**src/rtl/lc3_pkg.sv**
```systemverilog
// Shared LC-3 control encodings: FSM states, opcodes, mux selects and the control word.
// Define LC3_PAUSE_EN to add the PAUSE1/PAUSE2 states.
package lc3_pkg;

  typedef enum logic [4:0] {
    S_HALTED = 5'd0,
    S_FETCH1 = 5'd1,
    S_FETCH2 = 5'd2,
    S_FETCH3 = 5'd3,
    S_DECODE = 5'd4,
    S_ADD    = 5'd5,
    S_AND    = 5'd6,
    S_NOT    = 5'd7,
    S_BR1    = 5'd8,
    S_BR2    = 5'd9,
    S_JMP    = 5'd10,
    S_JSR1   = 5'd11,
    S_JSR2   = 5'd12,
    S_LDR1   = 5'd13,
    S_LDR2   = 5'd14,
    S_LDR3   = 5'd15,
    S_STR1   = 5'd16,
    S_STR2   = 5'd17,
    S_STR3   = 5'd18
`ifdef LC3_PAUSE_EN
    ,
    S_PAUSE1 = 5'd19,
    S_PAUSE2 = 5'd20
`endif
  } state_e;

  localparam logic [3:0] OP_BR    = 4'b0000;
  localparam logic [3:0] OP_ADD   = 4'b0001;
  localparam logic [3:0] OP_JSR   = 4'b0100;
  localparam logic [3:0] OP_AND   = 4'b0101;
  localparam logic [3:0] OP_LDR   = 4'b0110;
  localparam logic [3:0] OP_STR   = 4'b0111;
  localparam logic [3:0] OP_NOT   = 4'b1001;
  localparam logic [3:0] OP_JMP   = 4'b1100;
  localparam logic [3:0] OP_PAUSE = 4'b1101;

  localparam logic [1:0] PCMUX_BUS   = 2'b00;
  localparam logic [1:0] PCMUX_ADDER = 2'b01;
  localparam logic [1:0] PCMUX_INC   = 2'b10;

  localparam logic [1:0] ADDR2_SEXT11 = 2'b00;
  localparam logic [1:0] ADDR2_SEXT9  = 2'b01;
  localparam logic [1:0] ADDR2_SEXT6  = 2'b10;
  localparam logic [1:0] ADDR2_ZERO   = 2'b11;

  localparam logic [1:0] ALUK_ADD  = 2'b00;
  localparam logic [1:0] ALUK_AND  = 2'b01;
  localparam logic [1:0] ALUK_NOT  = 2'b10;
  localparam logic [1:0] ALUK_PASS = 2'b11;

  typedef struct packed {
    logic       ld_mar, ld_mdr, ld_ir, ld_ben, ld_cc, ld_reg, ld_pc;
    logic       gate_pc, gate_mdr, gate_alu, gate_marmux;
    logic [1:0] pcmux;
    logic [1:0] addr2mux;
    logic       addr1mux;
    logic [1:0] aluk;
    logic       drmux, sr1mux, sr2mux, mio_en;
    logic       mem_oe_n, mem_we_n;
  } ctrl_t;

  // Memory strobes are active-low, so the idle word has them high.
  localparam ctrl_t CTRL_IDLE = '{mem_oe_n: 1'b1, mem_we_n: 1'b1, default: '0};

  function automatic logic is_wait_state(input state_e s);
    return (s == S_FETCH2) || (s == S_LDR2) || (s == S_STR3);
  endfunction

endpackage

```
**src/rtl/lc3_control_if.sv**
```systemverilog
// Control/status bundle between lc3_control (master) and the LC-3 datapath (slave).
interface lc3_control_if;
  logic       Run, Continue;
  logic [3:0] Opcode;
  logic       IR_5, IR_11, BEN;

  logic       LD_MAR, LD_MDR, LD_IR, LD_BEN, LD_CC, LD_REG, LD_PC;
  logic       GatePC, GateMDR, GateALU, GateMARMUX;
  logic [1:0] PCMUX, ADDR2MUX;
  logic       ADDR1MUX;
  logic [1:0] ALUK;
  logic       DRMUX, SR1MUX, SR2MUX, MIO_EN;
  logic       Mem_OE, Mem_WE;
  logic [4:0] State;

  modport master (
    input  Run, Continue, Opcode, IR_5, IR_11, BEN,
    output LD_MAR, LD_MDR, LD_IR, LD_BEN, LD_CC, LD_REG, LD_PC,
           GatePC, GateMDR, GateALU, GateMARMUX,
           PCMUX, ADDR2MUX, ADDR1MUX, ALUK,
           DRMUX, SR1MUX, SR2MUX, MIO_EN, Mem_OE, Mem_WE, State
  );

  modport slave (
    output Run, Continue, Opcode, IR_5, IR_11, BEN,
    input  LD_MAR, LD_MDR, LD_IR, LD_BEN, LD_CC, LD_REG, LD_PC,
           GatePC, GateMDR, GateALU, GateMARMUX,
           PCMUX, ADDR2MUX, ADDR1MUX, ALUK,
           DRMUX, SR1MUX, SR2MUX, MIO_EN, Mem_OE, Mem_WE, State
  );
endinterface

```
**src/rtl/lc3_wait_counter.sv**
```systemverilog
// Loadable down-counter with zero flag; times memory read/write strobes.
module lc3_wait_counter #(
  parameter int WIDTH = 3
) (
  input  logic             clk,
  input  logic             rst,
  input  logic             load_i,
  input  logic [WIDTH-1:0] load_val_i,
  input  logic             dec_i,
  output logic             zero_o
);

  logic [WIDTH-1:0] count_q;

  // NOTE: sequential state is updated with non-blocking assignments only, so every
  // flop samples pre-edge values regardless of process ordering.
  always_ff @(posedge clk or posedge rst) begin
    if (rst)                          count_q <= '0;
    else if (load_i)                  count_q <= load_val_i;
    else if (dec_i && count_q != '0)  count_q <= count_q - 1'b1;
  end

  assign zero_o = (count_q == '0);

endmodule

```
**src/rtl/lc3_control.sv**
```systemverilog
// LC-3 control unit: Moore FSM driving every datapath load, gate, mux and memory strobe.
// Define LC3_PAUSE_EN to decode opcode 1101 as a Continue-handshaked PAUSE.
module lc3_control
  import lc3_pkg::*;
#(
  parameter int MEM_WAIT = 2
) (
  input  logic          Clk,
  input  logic          Reset_ah,
  lc3_control_if.master bus
);

  localparam logic [2:0] WAIT_INIT = 3'(MEM_WAIT - 1);

  state_e state_q, state_d;
  ctrl_t  ctrl;
  logic   wait_zero, wait_load, wait_dec;

  always_ff @(posedge Clk or posedge Reset_ah) begin
    if (Reset_ah) state_q <= S_HALTED;
    else          state_q <= state_d;
  end

  // Counter loads on entry to a memory state so the first cycle already sees MEM_WAIT-1.
  assign wait_load = is_wait_state(state_d) && (state_d != state_q);
  assign wait_dec  = is_wait_state(state_q);

  lc3_wait_counter #(.WIDTH(3)) u_wait (
    .clk        (Clk),
    .rst        (Reset_ah),
    .load_i     (wait_load),
    .load_val_i (WAIT_INIT),
    .dec_i      (wait_dec),
    .zero_o     (wait_zero)
  );

  // NOTE: every variable written here gets a default first, so no path can infer a latch.
  always_comb begin
    state_d = state_q;
    ctrl    = CTRL_IDLE;
    case (state_q)
      S_HALTED: if (bus.Run) state_d = S_FETCH1;
      S_FETCH1: begin
        ctrl.gate_pc = 1'b1;
        ctrl.ld_mar  = 1'b1;
        ctrl.pcmux   = PCMUX_INC;
        ctrl.ld_pc   = 1'b1;
        state_d      = S_FETCH2;
      end
      S_FETCH2, S_LDR2: begin
        ctrl.mem_oe_n = 1'b0;
        ctrl.mio_en   = 1'b1;
        if (wait_zero) begin
          ctrl.ld_mdr = 1'b1;
          state_d     = (state_q == S_FETCH2) ? S_FETCH3 : S_LDR3;
        end
      end
      S_FETCH3: begin
        ctrl.gate_mdr = 1'b1;
        ctrl.ld_ir    = 1'b1;
        state_d       = S_DECODE;
      end
      S_DECODE: begin
        ctrl.ld_ben = 1'b1;
        case (bus.Opcode)
          OP_ADD:   state_d = S_ADD;
          OP_AND:   state_d = S_AND;
          OP_NOT:   state_d = S_NOT;
          OP_BR:    state_d = S_BR1;
          OP_JMP:   state_d = S_JMP;
          OP_JSR:   state_d = S_JSR1;
          OP_LDR:   state_d = S_LDR1;
          OP_STR:   state_d = S_STR1;
`ifdef LC3_PAUSE_EN
          OP_PAUSE: state_d = S_PAUSE1;
`endif
          default:  state_d = S_FETCH1;
        endcase
      end
      S_ADD, S_AND, S_NOT: begin
        ctrl.sr1mux   = 1'b1;
        ctrl.sr2mux   = (state_q == S_NOT) ? 1'b0 : bus.IR_5;
        ctrl.aluk     = (state_q == S_ADD) ? ALUK_ADD :
                        (state_q == S_AND) ? ALUK_AND : ALUK_NOT;
        ctrl.gate_alu = 1'b1;
        ctrl.ld_reg   = 1'b1;
        ctrl.ld_cc    = 1'b1;
        state_d       = S_FETCH1;
      end
      S_BR1: state_d = bus.BEN ? S_BR2 : S_FETCH1;
      S_BR2: begin
        ctrl.addr1mux = 1'b1;
        ctrl.addr2mux = ADDR2_SEXT9;
        ctrl.pcmux    = PCMUX_ADDER;
        ctrl.ld_pc    = 1'b1;
        state_d       = S_FETCH1;
      end
      S_JMP: begin
        ctrl.sr1mux   = 1'b1;
        ctrl.addr2mux = ADDR2_ZERO;
        ctrl.pcmux    = PCMUX_ADDER;
        ctrl.ld_pc    = 1'b1;
        state_d       = S_FETCH1;
      end
      S_JSR1: begin
        ctrl.gate_pc = 1'b1;
        ctrl.drmux   = 1'b1;
        ctrl.ld_reg  = 1'b1;
        state_d      = S_JSR2;
      end
      S_JSR2: begin
        // JSR adds SEXT11 to PC; JSRR passes BaseR through the adder with a zero offset.
        ctrl.addr1mux = bus.IR_11;
        ctrl.sr1mux   = ~bus.IR_11;
        ctrl.addr2mux = bus.IR_11 ? ADDR2_SEXT11 : ADDR2_ZERO;
        ctrl.pcmux    = PCMUX_ADDER;
        ctrl.ld_pc    = 1'b1;
        state_d       = S_FETCH1;
      end
      S_LDR1, S_STR1: begin
        ctrl.sr1mux      = 1'b1;
        ctrl.addr2mux    = ADDR2_SEXT6;
        ctrl.gate_marmux = 1'b1;
        ctrl.ld_mar      = 1'b1;
        state_d          = (state_q == S_LDR1) ? S_LDR2 : S_STR2;
      end
      S_LDR3: begin
        ctrl.gate_mdr = 1'b1;
        ctrl.ld_reg   = 1'b1;
        ctrl.ld_cc    = 1'b1;
        state_d       = S_FETCH1;
      end
      S_STR2: begin
        ctrl.aluk     = ALUK_PASS;
        ctrl.gate_alu = 1'b1;
        ctrl.ld_mdr   = 1'b1;
        state_d       = S_STR3;
      end
      S_STR3: begin
        ctrl.mem_we_n = 1'b0;
        if (wait_zero) state_d = S_FETCH1;
      end
`ifdef LC3_PAUSE_EN
      // Two-phase handshake: a Continue still held high cannot release a later PAUSE.
      S_PAUSE1: if (bus.Continue)  state_d = S_PAUSE2;
      S_PAUSE2: if (!bus.Continue) state_d = S_FETCH1;
`endif
      default: state_d = S_HALTED;
    endcase
  end

`ifndef LC3_PAUSE_EN
  logic unused_continue;
  assign unused_continue = bus.Continue;
`endif

  assign bus.LD_MAR     = ctrl.ld_mar;
  assign bus.LD_MDR     = ctrl.ld_mdr;
  assign bus.LD_IR      = ctrl.ld_ir;
  assign bus.LD_BEN     = ctrl.ld_ben;
  assign bus.LD_CC      = ctrl.ld_cc;
  assign bus.LD_REG     = ctrl.ld_reg;
  assign bus.LD_PC      = ctrl.ld_pc;
  assign bus.GatePC     = ctrl.gate_pc;
  assign bus.GateMDR    = ctrl.gate_mdr;
  assign bus.GateALU    = ctrl.gate_alu;
  assign bus.GateMARMUX = ctrl.gate_marmux;
  assign bus.PCMUX      = ctrl.pcmux;
  assign bus.ADDR2MUX   = ctrl.addr2mux;
  assign bus.ADDR1MUX   = ctrl.addr1mux;
  assign bus.ALUK       = ctrl.aluk;
  assign bus.DRMUX      = ctrl.drmux;
  assign bus.SR1MUX     = ctrl.sr1mux;
  assign bus.SR2MUX     = ctrl.sr2mux;
  assign bus.MIO_EN     = ctrl.mio_en;
  assign bus.Mem_OE     = ctrl.mem_oe_n;
  assign bus.Mem_WE     = ctrl.mem_we_n;
  assign bus.State      = state_q;

endmodule

```
**src/flat_wrapper.sv**
```systemverilog
// flat-port wrapper written by rule: the top's interface ports become plain ports
module lc3_control_flat import lc3_pkg::*;
#(
  parameter int MEM_WAIT = 2
)
  (Clk, Reset_ah, bus_Run, bus_Continue, bus_Opcode, bus_IR_5, bus_IR_11, bus_BEN, bus_LD_MAR, bus_LD_MDR, bus_LD_IR, bus_LD_BEN, bus_LD_CC, bus_LD_REG, bus_LD_PC, bus_GatePC, bus_GateMDR, bus_GateALU, bus_GateMARMUX, bus_PCMUX, bus_ADDR2MUX, bus_ADDR1MUX, bus_ALUK, bus_DRMUX, bus_SR1MUX, bus_SR2MUX, bus_MIO_EN, bus_Mem_OE, bus_Mem_WE, bus_State);
  lc3_control_if bus_i ();
  input  logic Clk;
  input  logic Reset_ah;
  input wire logic [$bits(bus_i.Run)-1:0] bus_Run;
  input wire logic [$bits(bus_i.Continue)-1:0] bus_Continue;
  input wire logic [$bits(bus_i.Opcode)-1:0] bus_Opcode;
  input wire logic [$bits(bus_i.IR_5)-1:0] bus_IR_5;
  input wire logic [$bits(bus_i.IR_11)-1:0] bus_IR_11;
  input wire logic [$bits(bus_i.BEN)-1:0] bus_BEN;
  output wire logic [$bits(bus_i.LD_MAR)-1:0] bus_LD_MAR;
  output wire logic [$bits(bus_i.LD_MDR)-1:0] bus_LD_MDR;
  output wire logic [$bits(bus_i.LD_IR)-1:0] bus_LD_IR;
  output wire logic [$bits(bus_i.LD_BEN)-1:0] bus_LD_BEN;
  output wire logic [$bits(bus_i.LD_CC)-1:0] bus_LD_CC;
  output wire logic [$bits(bus_i.LD_REG)-1:0] bus_LD_REG;
  output wire logic [$bits(bus_i.LD_PC)-1:0] bus_LD_PC;
  output wire logic [$bits(bus_i.GatePC)-1:0] bus_GatePC;
  output wire logic [$bits(bus_i.GateMDR)-1:0] bus_GateMDR;
  output wire logic [$bits(bus_i.GateALU)-1:0] bus_GateALU;
  output wire logic [$bits(bus_i.GateMARMUX)-1:0] bus_GateMARMUX;
  output wire logic [$bits(bus_i.PCMUX)-1:0] bus_PCMUX;
  output wire logic [$bits(bus_i.ADDR2MUX)-1:0] bus_ADDR2MUX;
  output wire logic [$bits(bus_i.ADDR1MUX)-1:0] bus_ADDR1MUX;
  output wire logic [$bits(bus_i.ALUK)-1:0] bus_ALUK;
  output wire logic [$bits(bus_i.DRMUX)-1:0] bus_DRMUX;
  output wire logic [$bits(bus_i.SR1MUX)-1:0] bus_SR1MUX;
  output wire logic [$bits(bus_i.SR2MUX)-1:0] bus_SR2MUX;
  output wire logic [$bits(bus_i.MIO_EN)-1:0] bus_MIO_EN;
  output wire logic [$bits(bus_i.Mem_OE)-1:0] bus_Mem_OE;
  output wire logic [$bits(bus_i.Mem_WE)-1:0] bus_Mem_WE;
  output wire logic [$bits(bus_i.State)-1:0] bus_State;
  assign bus_i.Run = bus_Run;
  assign bus_i.Continue = bus_Continue;
  assign bus_i.Opcode = bus_Opcode;
  assign bus_i.IR_5 = bus_IR_5;
  assign bus_i.IR_11 = bus_IR_11;
  assign bus_i.BEN = bus_BEN;
  assign bus_LD_MAR = bus_i.LD_MAR;
  assign bus_LD_MDR = bus_i.LD_MDR;
  assign bus_LD_IR = bus_i.LD_IR;
  assign bus_LD_BEN = bus_i.LD_BEN;
  assign bus_LD_CC = bus_i.LD_CC;
  assign bus_LD_REG = bus_i.LD_REG;
  assign bus_LD_PC = bus_i.LD_PC;
  assign bus_GatePC = bus_i.GatePC;
  assign bus_GateMDR = bus_i.GateMDR;
  assign bus_GateALU = bus_i.GateALU;
  assign bus_GateMARMUX = bus_i.GateMARMUX;
  assign bus_PCMUX = bus_i.PCMUX;
  assign bus_ADDR2MUX = bus_i.ADDR2MUX;
  assign bus_ADDR1MUX = bus_i.ADDR1MUX;
  assign bus_ALUK = bus_i.ALUK;
  assign bus_DRMUX = bus_i.DRMUX;
  assign bus_SR1MUX = bus_i.SR1MUX;
  assign bus_SR2MUX = bus_i.SR2MUX;
  assign bus_MIO_EN = bus_i.MIO_EN;
  assign bus_Mem_OE = bus_i.Mem_OE;
  assign bus_Mem_WE = bus_i.Mem_WE;
  assign bus_State = bus_i.State;
  lc3_control #(.MEM_WAIT(MEM_WAIT)) u_core (.Clk(Clk), .Reset_ah(Reset_ah), .bus(bus_i));
endmodule
```
**config.mk**
```make
export PLATFORM = sky130hd
export DESIGN_NAME = lc3_control_flat
export DESIGN_NICKNAME = d
export VERILOG_FILES = /design/src/rtl/lc3_pkg.sv /design/src/rtl/lc3_control_if.sv /design/src/rtl/lc3_wait_counter.sv /design/src/rtl/lc3_control.sv /design/src/flat_wrapper.sv
export SDC_FILE = /design/constraint.sdc
export NUM_CORES = 1
export LEC_CHECK = 0
export ABC_AREA = 1
export ABC_CLOCK_PERIOD_IN_PS = 2700
export BUFFER_PORTS_ARGS = -buffer_cell sky130_fd_sc_hd__buf_2
export CORE_UTILIZATION = 48
export CTS_CLUSTER_DIAMETER = 60
export CTS_CLUSTER_SIZE = 28
export DETAILED_ROUTE_END_ITERATION = 7
export PLACE_DENSITY_LB_ADDON = 0.15
export SLEW_MARGIN = 20
export SYNTH_ARGS = -nofsm -noshare
export SYNTH_HDL_FRONTEND = slang
export SYNTH_HIERARCHICAL = 1
export SYNTH_SLANG_ARGS = --single-unit
```
**constraint.sdc**
```tcl
create_clock -name Clk -period 2.7 [get_ports Clk]
set_input_delay 0.27 -clock Clk [delete_from_list [all_inputs] [get_ports Clk]]
set_output_delay 0.27 -clock Clk [all_outputs]
set_load 0.005 [all_outputs]
```
==> results of run 1 <==
[cell type report]
| class | instances | area (um^2) | area share (%) |
|---|---|---|---|
| Sequential cell | 8 | 200 | 15.4 |
| Timing Repair Buffer | 40 | 208 | 16.0 |
| Tap cell | 27 | 33.8 | 2.60 |
| Inverter | 30 | 113 | 8.66 |
| Multi-Input combinational cell | 142 | 723 | 55.6 |
| Clock buffer | 3 | 22.5 | 1.73 |
[where the power goes]
group | internal, mW | switching [mW] | total [mW]
Clock | 0.0506 | 0.0370 | 0.0876
Sequential | 0.175 | 0.0665 | 0.242
Combinational | 0.383 | 0.656 | 1.04
Total | 0.609 | 0.759 | 1.37
[cells in the mapped netlist, drive strengths merged]
cell    count
nor2       20
and3        1
nor3        2
conb        2
dfrtp       8
nand4       6
nand2      71
o21ai       9
nand3      18
inv        30
o211ai      1
ha          6
a21oi       5
buf         1
[logic make-up (layout without fill, tap and decap cells)]
| family | count (synthesis) | in the layout | synth area share, % |
|---|---|---|---|
| AND/OR/NAND/NOR | 118 | 118 | 53.4 |
| buffers and inverters | 31 | 73 | 11.4 |
| AO/OA/AOI/OAI | 15 | 15 | 7.87 |
| flip-flops | 8 | 8 | 19.4 |
| adder cells (fa/ha/maj) | 6 | 6 | 7.26 |
| other | 2 | 3 | 0.727 |
[worst max-delay path, stage by stage, from the launching register on]
cell and delay (ns):
dfrtp_1 0.43, inv_1 0.19, nand2_1 0.14, nor2_2 0.22
nand2_1 0.17, nand3_1 0.13, nor2_1 0.07, nand2_2 0.08
nand2_1 0.05, nand3_1 0.06, nor2_1 0.05, a21oi_2 0.29
o21ai_0 0.16, nand2_1 0.08, nand2_1 0.05
[registers in the layout, summed over array words and instances, names as in the netlist]
| signal | flops |
|---|---|
| u_core/u_wait/count_q | 3 |
| u_core/bus.State | 5 |
[path summary, 6_finish.rpt]
kind                                           from                        to  slack (ns)
max reg2reg                     u_core/bus.State[3]  u_core/u_wait/count_q[1]        0.40
max                             u_core/bus.State[3]  u_core/u_wait/count_q[1]        0.40
max in group asynchronous                  Reset_ah       u_core/bus.State[3]        2.04
min reg2reg                u_core/u_wait/count_q[2]  u_core/u_wait/count_q[2]        0.51
min in group asynchronous                  Reset_ah  u_core/u_wait/count_q[2]        0.47
min                                   bus_Opcode[3]       u_core/bus.State[3]        0.40
[per-stage QoR]
step / cells / hold WS, ns
floorplan: 181 / 0.0236
global placement: 246 / 0.146
global route: 250 / 0.427
detailed placement: 246 / 0.154
finish: 250 / 0.401
CTS: 250 / 0.396
[layer usage]
| metal | part of all wire [%] | vias up |
|---|---|---|
| li1 | - | 648 |
| met2 | 50 | 41 |
| met5 | 0 | - |
| met4 | 0 | 0 |
| met3 | 6.0 | 0 |
| met1 | 44 | 543 |
[what timing repair did]
item | in CTS | in global routing
hold buffers | 1 | 0
gates resized for setup | 0 | 1
endpoints found under the hold margin | 8 | 0
setup endpoints to repair | 0 | 3
==> impl_metrics.json, run 1 <==
{
  "cts.sinks": 8,
  "die_y_um": 48.4,
  "grt_pass1_vias": 1128,
  "power.leakage_nw": 0.855,
  "fmax_mhz": 435,
  "mostFrequentLayoutCell": "nand2_1",
  "synthCells": 180,
  "grt.busiest_layer": "met2",
  "cts_buffers": 3,
  "yosysTopAreaCell": "nand2_1",
  "status": "completed",
  "drt_pass1_iterations": 4,
  "tns_ns": 0,
  "timing_hold_violations_final": 0,
  "synth.distinct_cells": 21,
  "insertion_delay_ns": 0.25,
  "drt-total-wl_um": 2660,
  "synth_area_mm2": 0.00103,
  "end_kind": "register",
  "setup_viol": 0,
  "grt_antenna_before_repair": 0,
  "via_count": 1232,
  "hp-class": "in2reg",
  "ys_warn_count": 6,
  "antenna_cells": 0,
  "drc": 0,
  "top_level_ports": 40,
  "die_x_um": 48.4,
  "drt-initial-drc-count": 43,
  "most-common-layout-cells": "nand2_1, buf_2, inv_1",
  "use_met1_pct": 28.5,
  "yosys-top-cells-area": "nand2_1, dfrtp_1, inv_1, nand3_1, ha_1",
  "post_cts_buffers": 0,
  "power.density_mw_per_mm2": 1050,
  "htreeDepth": 1,
  "critPathArrivalTime_ns": 2.44,
  "wire_per_inst_um": 10.7,
  "yosysTopAreaCellShare_pct": 23.6,
  "worst_ir_drop_vdd_uv": 638,
  "start_util_pct": 51.6,
  "fin_skew_ns": 0.00152,
  "port_buffers": 38,
  "clk_root_buffer_cell": "clkbuf_4",
  "start_kind": "register",
  "rsz0062_at_grt": "no",
  "reg2reg_depth": 14,
  "postLayoutCoreUtil_pct": 64.9,
  "min_period_over_period_pct": 85.2,
  "drv_cap": 0,
  "via_per_inst": 4.93,
  "clkTransAtPathRegs_ns": 0.05,
  "syn-mean-instance-area_um2": 5.74,
  "pre_cts_slack_ns": 0.274,
  "stdcell_area_mm2": 0.00130,
  "final_nets": 242,
  "grt_first_pass_wirelength_um": 4600,
  "place.gp.congestion": 0.895,
  "grtUsageTotal_pct": 24.4,
  "cts_tree": "built",
  "dp_hpwl_um": 2240,
  "slew_viol_final": 0,
  "fill_cells": 206,
  "place_area_mm2": 0.00126,
  "synth-seq-cells": 8,
  "power_mw": 1.37,
  "crit_fanout": 7,
  "yosysSeqAreaShare_pct": 19.4,
  "grt_use_met3_pct": 5.35,
  "crit_type": "reg2reg",
  "hold_depth": 4,
  "grt_max_degree": 10,
  "required_ns": 2.84,
  "period_needed_ns": 2.30,
  "clockBufferDepth": 2,
  "dieArea_mm2": 0.00234,
  "grt_overflow": 0,
  "syn_to_final_growth_pct": 25.8,
  "use_met2_pct": 46.5,
  "coreArea_mm2": 0.00200,
  "final.setup.worst_slack_ns": 0.399,
  "postRouteAntennaNets": 0,
  "rows": 16,
  "drive_gt1_share_pct": 28.7
}
Note: power is estimated with default switching activity, not from simulation.
==> inputs of run 2 (changes only) <==
--- a/config.mk
+++ b/config.mk
@@ -6,7 +6,7 @@
 export NUM_CORES = 1
 export LEC_CHECK = 0
 export ABC_AREA = 1
-export ABC_CLOCK_PERIOD_IN_PS = 2700
+export ABC_CLOCK_PERIOD_IN_PS = 2300
 export BUFFER_PORTS_ARGS = -buffer_cell sky130_fd_sc_hd__buf_2
 export CORE_UTILIZATION = 48
 export CTS_CLUSTER_DIAMETER = 60
==> constraint.sdc (replaced) <==
create_clock -name Clk -period 2.3 [get_ports Clk]
set_input_delay 0.23 -clock Clk [delete_from_list [all_inputs] [get_ports Clk]]
set_output_delay 0.23 -clock Clk [all_outputs]
set_load 0.005 [all_outputs]
==> impl_metrics.json, run 2 (synthesis results as in run 1) <==
{
  "grt_first_pass_wirelength_um": 4440,
  "rr_startpoint": "u_core/bus.State[2]",
  "postLayoutCoreUtil_pct": 66.9,
  "cp_slowest_stage_delay_ns": 0.46,
  "crit_chain": "inv_1 -> nand2_1 -> nand2_1 -> nand3_2 -> inv_1 -> nor2_1 -> nand2_2 -> nand2_1 -> nand3_1 -> nor2_1 -> a21oi_1 -> buf_4 -> inv_2 -> nand2_2 -> nand2_1 -> nand2_1",
  "top_level_ports": 40,
  "setup_viol": 0,
  "wire_per_inst_um": 10.6,
  "dp_hpwl_um": 2330,
  "place.gp.congestion": 0.868,
  "reg2reg_setup_slack_ns": 0.17,
  "required_ns": 2.43,
  "cts.sinks": 8,
  "timing_hold_violations_final": 0,
  "rsz0062_at_grt": "no",
  "rows": 16,
  "dp.cells": 251,
  "critPathArrivalTime_ns": 2.27,
  "power.leakage_nw": 0.879,
  "min_period_over_period_pct": 92.7,
  "clkTransAtPathRegs_ns": 0.05,
  "grt.busiest_layer": "met2",
  "cpMaxStageDelayCell": "dfrtp_2",
  "drt-initial-drc-count": 36,
  "period_needed_ns": 2.13,
  "grt_use_met3_pct": 4.72,
  "htreeDepth": 1,
  "postRouteAntennaNets": 0,
  "most-common-layout-cells": "nand2_1, buf_2, inv_1",
  "grtUsageTotal_pct": 23.4,
  "status": "completed",
  "hold_depth": 4,
  "crit_fanout": 9,
  "worst_ir_drop_vdd_uv": 815,
  "post_cts_buffers": 0,
  "drc": 0,
  "power.density_mw_per_mm2": 1230,
  "port_buffers": 38,
  "grt_pass1_vias": 1102,
  "hp-start": "bus_Opcode[3]",
  "die_x_um": 48.4,
  "via_per_inst": 5.01,
  "final_nets": 247,
  "tns_ns": 0,
  "crit_type": "reg2reg",
  "die_y_um": 48.4,
  "clockBufferDepth": 2,
  "drv_cap": 0,
  "grt_overflow": 0,
  "crit_family": "simple AND/OR/NAND/NOR gates",
  "hp-class": "in2reg",
  "antenna_cells": 0,
  "slew_viol_final": 0,
  "use_met1_pct": 29.9,
  "fin_skew_ns": 0.000644,
  "final_cell_count_no_fill": 255,
  "via_count": 1278,
  "largest_reg_flops": 5,
  "mostFrequentLayoutCell": "nand2_1",
  "reg2reg_depth": 16,
  "fmax_mhz": 469,
  "timing.rr.end": "u_core/u_wait/count_q[2]",
  "use_met2_pct": 43.2,
  "crit_path_frequent_cell": "nand2_1",
  "start_util_pct": 51.6,
  "grt_antenna_before_repair": 0,
  "clk_root_buffer_cell": "clkbuf_4",
  "cts_tree": "built",
  "dieArea_mm2": 0.00234,
  "crit_buf_inv": 4,
  "start_kind": "register",
  "syn_to_final_growth_pct": 29.7,
  "drt-total-wl_um": 2710,
  "min_to": "u_core/bus.State[3]",
  "coreArea_mm2": 0.00200,
  "final.setup.worst_slack_ns": 0.168,
  "end_kind": "register",
  "drive_gt1_share_pct": 30.7,
  "cts_buffers": 3,
  "drt_pass1_iterations": 4,
  "pre_cts_slack_ns": 0.126,
  "insertion_delay_ns": 0.24,
  "grt_max_degree": 10
}
run 2: cell types whose count changed in the layout (fill, tap and decap cells not counted), sizes merged:
cell / previous run / this run
buf: 39 / 44
run 2: where the power goes:
| group | internal [mW] | total [mW] | switching [mW] | leakage (nW) |
|---|---|---|---|---|
| Combinational | 0.491 | 1.27 | 0.777 | 0.764 |
| Sequential | 0.208 | 0.281 | 0.0734 | 0.101 |
| Clock | 0.0594 | 0.103 | 0.0432 | 0.0138 |
| Total | 0.758 | 1.65 | 0.894 | 0.879 |
run 2: stage by stage:
step	hold slack [ns]	power (mW)	instance area (um^2)
after detailed placement	0.113	1.53	1300
after global routing	0.353	1.82	1340
final	0.353	1.65	1340
after CTS	0.343	1.64	1330
after floorplan	-0.0164	1.11	1040
after global placement	0.105	1.49	1300
run 2: metal layers:
layer / share of wire, % / vias up
li1: - / 658
met5: 0 / -
met3: 7.8 / 2
met2: 50 / 57
met4: 0.15 / 0
met1: 42 / 561
run 2: repair_timing:
action	4_1_cts	5_1_grt
hold endpoints to repair	8	0
gates resized for setup	0	3
setup endpoints to repair	0	3
hold buffers	1	0
run 2: layout make-up:
| class | count | area [um^2] |
|---|---|---|
| Clock buffer | 3 | 22.5 |
| Fill cell | 207 | 662 |
| Inverter | 30 | 113 |
| Multi-Input combinational cell | 142 | 724 |
| Sequential cell | 8 | 201 |
| Tap cell | 27 | 33.8 |
| Timing Repair Buffer | 45 | 245 |
run 2: worst max path at each step:
| stage | start | end | cells after the start |
|---|---|---|---|
| after floorplan | u_core/bus.State[1] | u_core/u_wait/count_q[1] | 12 |
| after global placement | u_core/bus.State[2] | u_core/u_wait/count_q[2] | 14 |
| after detailed placement | u_core/bus.State[2] | u_core/u_wait/count_q[2] | 14 |
| after CTS | u_core/bus.State[2] | u_core/u_wait/count_q[2] | 14 |
| after global routing | u_core/bus.State[1] | u_core/u_wait/count_q[2] | 14 |
| final | u_core/bus.State[2] | u_core/u_wait/count_q[2] | 16 |
run 2: tightest hold or removal path, stage by stage:
cell	delay, ns
buf_2	0.11
nand2_1	0.05
nand2_1	0.09
o21ai_2	0.07
